## src/rtl/comparator_pkg.sv

```systemverilog
// Shared result encoding and default widths for the stream comparator.
// Pure declarations, no logic or latency.
// No handshake of its own; users apply their own flow control.
package comparator_pkg;

    localparam int GT_BIT = 0;
    localparam int EQ_BIT = 1;
    localparam int LT_BIT = 2;

    localparam int DEF_WIDTH = 32;
    localparam int DEF_CNT_W = 16;

    typedef logic [2:0] cmp_result_t;

endpackage

```

## src/rtl/compare_core.sv

```systemverilog
// One-hot magnitude compare of two operands, signed or unsigned.
// Purely combinational, zero cycles.
// No handshake; the enclosing pipeline decides when the result is used.
module compare_core
    import comparator_pkg::*;
#(
    parameter int WIDTH = DEF_WIDTH
) (
    input  logic [WIDTH-1:0] a,
    input  logic [WIDTH-1:0] b,
    input  logic             signed_mode,
    output cmp_result_t      result
);

    logic aLess;

    always_comb begin
        aLess = signed_mode ? ($signed(a) < $signed(b)) : (a < b);
    end

    // Equality is tested first so it never depends on the mode.
    always_comb begin
        result = '0;
        if (a == b) begin
            result[EQ_BIT] = 1'b1;
        end else if (aLess) begin
            result[LT_BIT] = 1'b1;
        end else begin
            result[GT_BIT] = 1'b1;
        end
    end

endmodule

```

## src/rtl/stream_comparator.sv

```systemverilog
// Two-stage valid/ready comparator with saturating per-result delivery counters.
// Latency 2 cycles from input transfer to oValid, throughput 1 per cycle.
// Backpressure: a stage advances when it is empty or its successor advances; oReady mirrors S1 advance.
module stream_comparator
    import comparator_pkg::*;
#(
    parameter int WIDTH     = DEF_WIDTH,
    parameter int SIGNED_EN = 1,
    parameter int CNT_W     = DEF_CNT_W
) (
    input  logic             iClk,
    input  logic             iRstN,
    input  logic             iValid,
    output logic             oReady,
    input  logic [WIDTH-1:0] iDataA,
    input  logic [WIDTH-1:0] iDataB,
    input  logic             iSigned,
    output logic             oValid,
    input  logic             iReady,
    output logic [2:0]       oData,
    input  logic             iClear,
    output logic [CNT_W-1:0] oCntGt,
    output logic [CNT_W-1:0] oCntEq,
    output logic [CNT_W-1:0] oCntLt
);

    typedef struct packed {
        logic [WIDTH-1:0] a;
        logic [WIDTH-1:0] b;
        logic             signedMode;
    } s1_t;

    localparam logic [CNT_W-1:0] CNT_MAX = '1;

    logic        s1Vld;
    s1_t         s1Dat;
    logic        s2Vld;
    cmp_result_t s2Dat;
    cmp_result_t coreRes;
    logic        s1Adv;
    logic        s2Adv;
    logic        outXfer;
    logic        effSigned;

    always_comb begin
        s2Adv     = !s2Vld || iReady;
        s1Adv     = !s1Vld || s2Adv;
        outXfer   = s2Vld && iReady;
        effSigned = iSigned && (SIGNED_EN != 0);
    end

    // Gated by reset so nothing is offered as accepted while held in reset.
    assign oReady = iRstN && s1Adv;
    assign oValid = s2Vld;
    assign oData  = s2Vld ? s2Dat : 3'b000;

    always_ff @(posedge iClk or negedge iRstN) begin
        if (!iRstN) begin
            s1Vld <= 1'b0;
            s1Dat <= '0;
        end else if (s1Adv) begin
            s1Vld <= iValid;
            if (iValid) begin
                s1Dat <= '{a: iDataA, b: iDataB, signedMode: effSigned};
            end
        end
    end

    compare_core #(
        .WIDTH (WIDTH)
    ) u_core (
        .a           (s1Dat.a),
        .b           (s1Dat.b),
        .signed_mode (s1Dat.signedMode),
        .result      (coreRes)
    );

    always_ff @(posedge iClk or negedge iRstN) begin
        if (!iRstN) begin
            s2Vld <= 1'b0;
            s2Dat <= '0;
        end else if (s2Adv) begin
            s2Vld <= s1Vld;
            if (s1Vld) begin
                s2Dat <= coreRes;
            end
        end
    end

    // Clear has priority, so a coincident delivery is intentionally not counted.
    always_ff @(posedge iClk or negedge iRstN) begin
        if (!iRstN) begin
            oCntGt <= '0;
            oCntEq <= '0;
            oCntLt <= '0;
        end else if (iClear) begin
            oCntGt <= '0;
            oCntEq <= '0;
            oCntLt <= '0;
        end else if (outXfer) begin
            if (s2Dat[GT_BIT] && (oCntGt != CNT_MAX)) begin
                oCntGt <= oCntGt + CNT_W'(1);
            end
            if (s2Dat[EQ_BIT] && (oCntEq != CNT_MAX)) begin
                oCntEq <= oCntEq + CNT_W'(1);
            end
            if (s2Dat[LT_BIT] && (oCntLt != CNT_MAX)) begin
                oCntLt <= oCntLt + CNT_W'(1);
            end
        end
    end

endmodule

```

## config.mk

```make
export PLATFORM = sky130hd
export DESIGN_NAME = stream_comparator
export DESIGN_NICKNAME = d
export VERILOG_FILES = /design/src/rtl/comparator_pkg.sv /design/src/rtl/compare_core.sv /design/src/rtl/stream_comparator.sv
export SDC_FILE = /design/constraint.sdc
export NUM_CORES = 1
export LEC_CHECK = 0
export ABC_AREA = 1
export ABC_CLOCK_PERIOD_IN_PS = 2120
export CELL_PAD_IN_SITES_DETAIL_PLACEMENT = 1
export CELL_PAD_IN_SITES_GLOBAL_PLACEMENT = 1
export CORE_ASPECT_RATIO = 0.6
export CORE_MARGIN = 2
export CORE_UTILIZATION = 40
export DETAILED_ROUTE_END_ITERATION = 12
export HOLD_SLACK_MARGIN = 0.1
export PLACE_DENSITY_LB_ADDON = 0.1
export SLEW_MARGIN = 20
export SYNTH_ARGS = -nofsm -noshare
export SYNTH_HDL_FRONTEND = slang
export SYNTH_HIERARCHICAL = 1
export SYNTH_SLANG_ARGS = --single-unit
export TNS_END_PERCENT = 20
```

## constraint.sdc

```tcl
create_clock -name iClk -period 2.12 [get_ports iClk]
set_input_delay 0.318 -clock iClk [delete_from_list [all_inputs] [get_ports iClk]]
set_output_delay 0.318 -clock iClk [all_outputs]
set_load 0.02 [all_outputs]
```

==> results of run 1 <==
final cells by class:
| cell class | instances | area [µm²] |
|---|---|---|
| Clock inverter | 14 | 152.6 |
| Inverter | 83 | 311.5 |
| Clock buffer | 18 | 439.2 |
| Sequential cell | 118 | 2953 |
| Fill cell | 1845 | 7473 |
| Tap cell | 228 | 285.3 |
| Timing Repair Buffer | 137 | 1368 |
| Multi-Input combinational cell | 532 | 3278 |
worst max-delay path: cells and delay by family (launching register included):
| family | cells | cell delay [ns] |
|---|---|---|
| buf+inv | 2 | 0.71 |
| simple gates | 1 | 0.09 |
| flops | 1 | 0.49 |
timing repair:
action / in CTS / in global routing
setup endpoints to repair: 1 / 2
gates cloned: 0 / 0
gates resized for setup: 1 / 3
kinds of logic after synthesis:
| logic type | Yosys count |
|---|---|
| xor+xnor | 8 |
| fa+ha+maj | 35 |
| mux | 66 |
| flops | 118 |
| simple gates | 382 |
| buf+inv | 101 |
| compound gates | 41 |
registers in the layout, summed over array words and instances (netlist names):
name,count
oCntEq,16
oCntGt,16
oCntLt,16
oValid,1
s1Dat,65
s1Vld,1
s2Dat,3
path summary, 6_finish.rpt:
kind                                            start                     to  slack (ns)  cells after the start
worst max-delay path               oValid$_DFFE_PN0P_               oData[0]         0.1                      3
worst min-delay path                            iRstN  s1Dat[42]$_DFFE_PN0P_        0.08                      2
worst max register to register  s1Dat[38]$_DFFE_PN0P_   s2Dat[2]$_DFFE_PN0P_        0.17                     12
worst min register to register  s1Dat[13]$_DFFE_PN0P_  s1Dat[13]$_DFFE_PN0P_        0.51                      1
max in group asynchronous                       iRstN  oCntGt[3]$_DFFE_PN0P_        1.37                      2
min in group iClk                          iDataA[26]  s1Dat[59]$_DFFE_PN0P_        0.51                      2
cells in the final DEF (no fill, tap or decap), types with 9 or more instances in the layout:
master and n:
dfrtp_1 118, nand4_1 46, o21ai_0 9, nand2_1 210, mux2_2 66, nand3_1 37
ha_1 35, inv_1 79, clkbuf_16 17, clkdlybuf4s50_1 120, a21oi_1 14, buf_4 13
o21bai_1 13, nor2_1 54
power by group:
part / switching (µW) / internal [µW] / total [µW] / leakage [µW]
Sequential: 158 / 2490 / 2650 / 0.00149
Clock: 1140 / 1770 / 2910 / 0.000267
Combinational: 765 / 684 / 1450 / 0.00235
per-stage QoR:
step | instances | area [µm²] | hold slack, ns | setup slack [ns] | utilization [%]
after floorplan | 751 | 6671 | 0.02241 | 0.4080 | -
after global placement | 1098 | 8185 | 0.4898 | 0.1472 | 50.34
after detailed placement | 1098 | 8185 | 0.4949 | 0.06135 | 50.34
after CTS | 1130 | 8776 | 0.1020 | 0.08697 | 53.97
after global routing | 1130 | 8787 | 0.1456 | 0.01072 | 54.04
final | 1130 | 8787 | 0.08264 | 0.09857 | 54.04
routing by layer:
| metal | global-route usage, % | wire (µm) | up-vias |
|---|---|---|---|
| met2 | 34.50 | 8507 | 134 |
| met5 | 0 | 0 | - |
| met3 | 3.577 | 862 | 17 |
| li1 | - | - | 2748 |
| met1 | 33.14 | 9581 | 2833 |
| met4 | 6.410 | 214 | 0 |
==> results.sh, run 1 <==
export IMPL_status="finished, final reports clean"
export IMPL_antenna_left=0
export IMPL_post_route_period_util_pct=95.35
export IMPL_tns_ns=0
export IMPL_cts_hold_buffers=0
export IMPL_grt_ovfl_total=0
export IMPL_die_x_um=170.7
export IMPL_ir_worst_vdd_mv=0.4272
export IMPL_clock_sinks=118
export IMPL_die_y_um=104.0
export IMPL_viasPerCell=5.073
export IMPL_cts_tree="done"
export IMPL_finalPower_uw=7006
export IMPL_cp_cell_sequence="nand2_1, inv_1, clkdlybuf4s50_1"
export IMPL_netlist_top_cells_area="dfrtp_1 44%, nand2_1 12%, mux2_2 11%"
export IMPL_clk_path_buf_depth=2
export IMPL_synth_ff_type="dfrtp_1"
export IMPL_fin_crit_ns=2.021
export IMPL_hold_viol_final=0
export IMPL_via_count=5732
export IMPL_yosysTopAreaCell="dfrtp_1"
export IMPL_hp_class="input port to asynchronous set/reset pin"
export IMPL_yosysMostFrequentCell="nand2_1"
export IMPL_netlist_instances=751
export IMPL_maxSlewHeadroom_pct=40.97
export IMPL_insertion_delay_ns=0.42
export IMPL_gp_congestion=0.8180
export IMPL_synth_edf_count=0
export IMPL_power_leakage_uw=0.004100
export IMPL_synth_top_area_share_pct=44.26
export IMPL_worst_pin_slew_ns=0.8855
export IMPL_coreArea_mm2=0.01626
export IMPL_routed_wl_mm=19.17
export IMPL_worst_ep_arrival_time_ns=1.70
export IMPL_drt_initial_drc_count=286
export IMPL_wl_per_cell_um=16.96
export IMPL_synthAdderAreaFrac_pct=6.564
export IMPL_start_util_pct=41.03
export IMPL_finalSetupViolCount=0
export IMPL_max_stage_delay_ns=0.65
export IMPL_cts_setup_buffers=0
export IMPL_syn_to_final_growth_pct=31.71
export IMPL_start_kind="register"
export IMPL_synth_top_family_by_area="simple AND/OR/NAND/NOR gates"
export IMPL_synthesis_area_mm2=0.006671
export IMPL_synth_xor_area_share_pct=1.050
export IMPL_grt_max_degree=69
export IMPL_grt_pass1_vias=5997
export IMPL_muxShareOfSynthArea_pct=11.14
export IMPL_ys_seq_area_share_pct=44.26
export IMPL_required_ns=1.80
export IMPL_nNetsFinal=994
export IMPL_cts_buffers=17
export IMPL_synthesis_nets=856
export IMPL_maxCapViolCount=0
export IMPL_antenna_found_initial=0
export IMPL_path_max_fanout=8
export IMPL_drc=0
export IMPL_synthSimpleGateAreaFrac_pct=26.44
export IMPL_worstSetupEndpointType="output pin"
export IMPL_synth_common_cells="211 x nand2_1, 118 x dfrtp_1, 79 x inv_1, 66 x mux2_2, 55 x nor2_1"
export IMPL_ys_async_sr_fraction_pct=100.0
export IMPL_htree_num_levels=4
export IMPL_cts_root_buf="clkbuf_16"
export IMPL_drive_gt1_share_pct=16.85
export IMPL_critPathSlowestCell="clkdlybuf4s50_1"
export IMPL_slew_viol_final=0
export IMPL_grt_first_pass_wirelength_mm=31.56
export IMPL_post_dp_hpwl_mm=14.12
export IMPL_finClkSkew_ns=0.007078
export IMPL_avgSynthCellArea_um2=8.883
export IMPL_synth_compound_gate_area_share_pct=3.732
export IMPL_synth_seq_cells=118
export IMPL_cellPowerDensity_mw_per_mm2=797.3
export IMPL_ys_warn_count=6
export IMPL_timing_fmax_mhz=494.7
export IMPL_boundaryPins=123
export IMPL_path_class="register to output pin"
export IMPL_track_usage_pct=22.63
export IMPL_core_rowCount=36
export IMPL_rsz0062_at_grt="false"
export IMPL_ys_types=30
export IMPL_clk_pin_slew_ns=0.06
export IMPL_drt_pre_antenna_iters=4
export IMPL_io_buffers=122
export IMPL_diodes=0
export IMPL_die_area_mm2=0.01776
Note: power is estimated with default switching activity, not from simulation.
==> run 2, diff against run 1 <==
--- a/config.mk
+++ b/config.mk
@@ -15,7 +15,6 @@
 export DETAILED_ROUTE_END_ITERATION = 12
 export HOLD_SLACK_MARGIN = 0.1
 export PLACE_DENSITY_LB_ADDON = 0.1
-export SLEW_MARGIN = 20
 export SYNTH_ARGS = -nofsm -noshare
 export SYNTH_HDL_FRONTEND = slang
 export SYNTH_HIERARCHICAL = 1
==> results of run 2 <==
The final DEF is identical to that of run 1; final timing and power are the same.
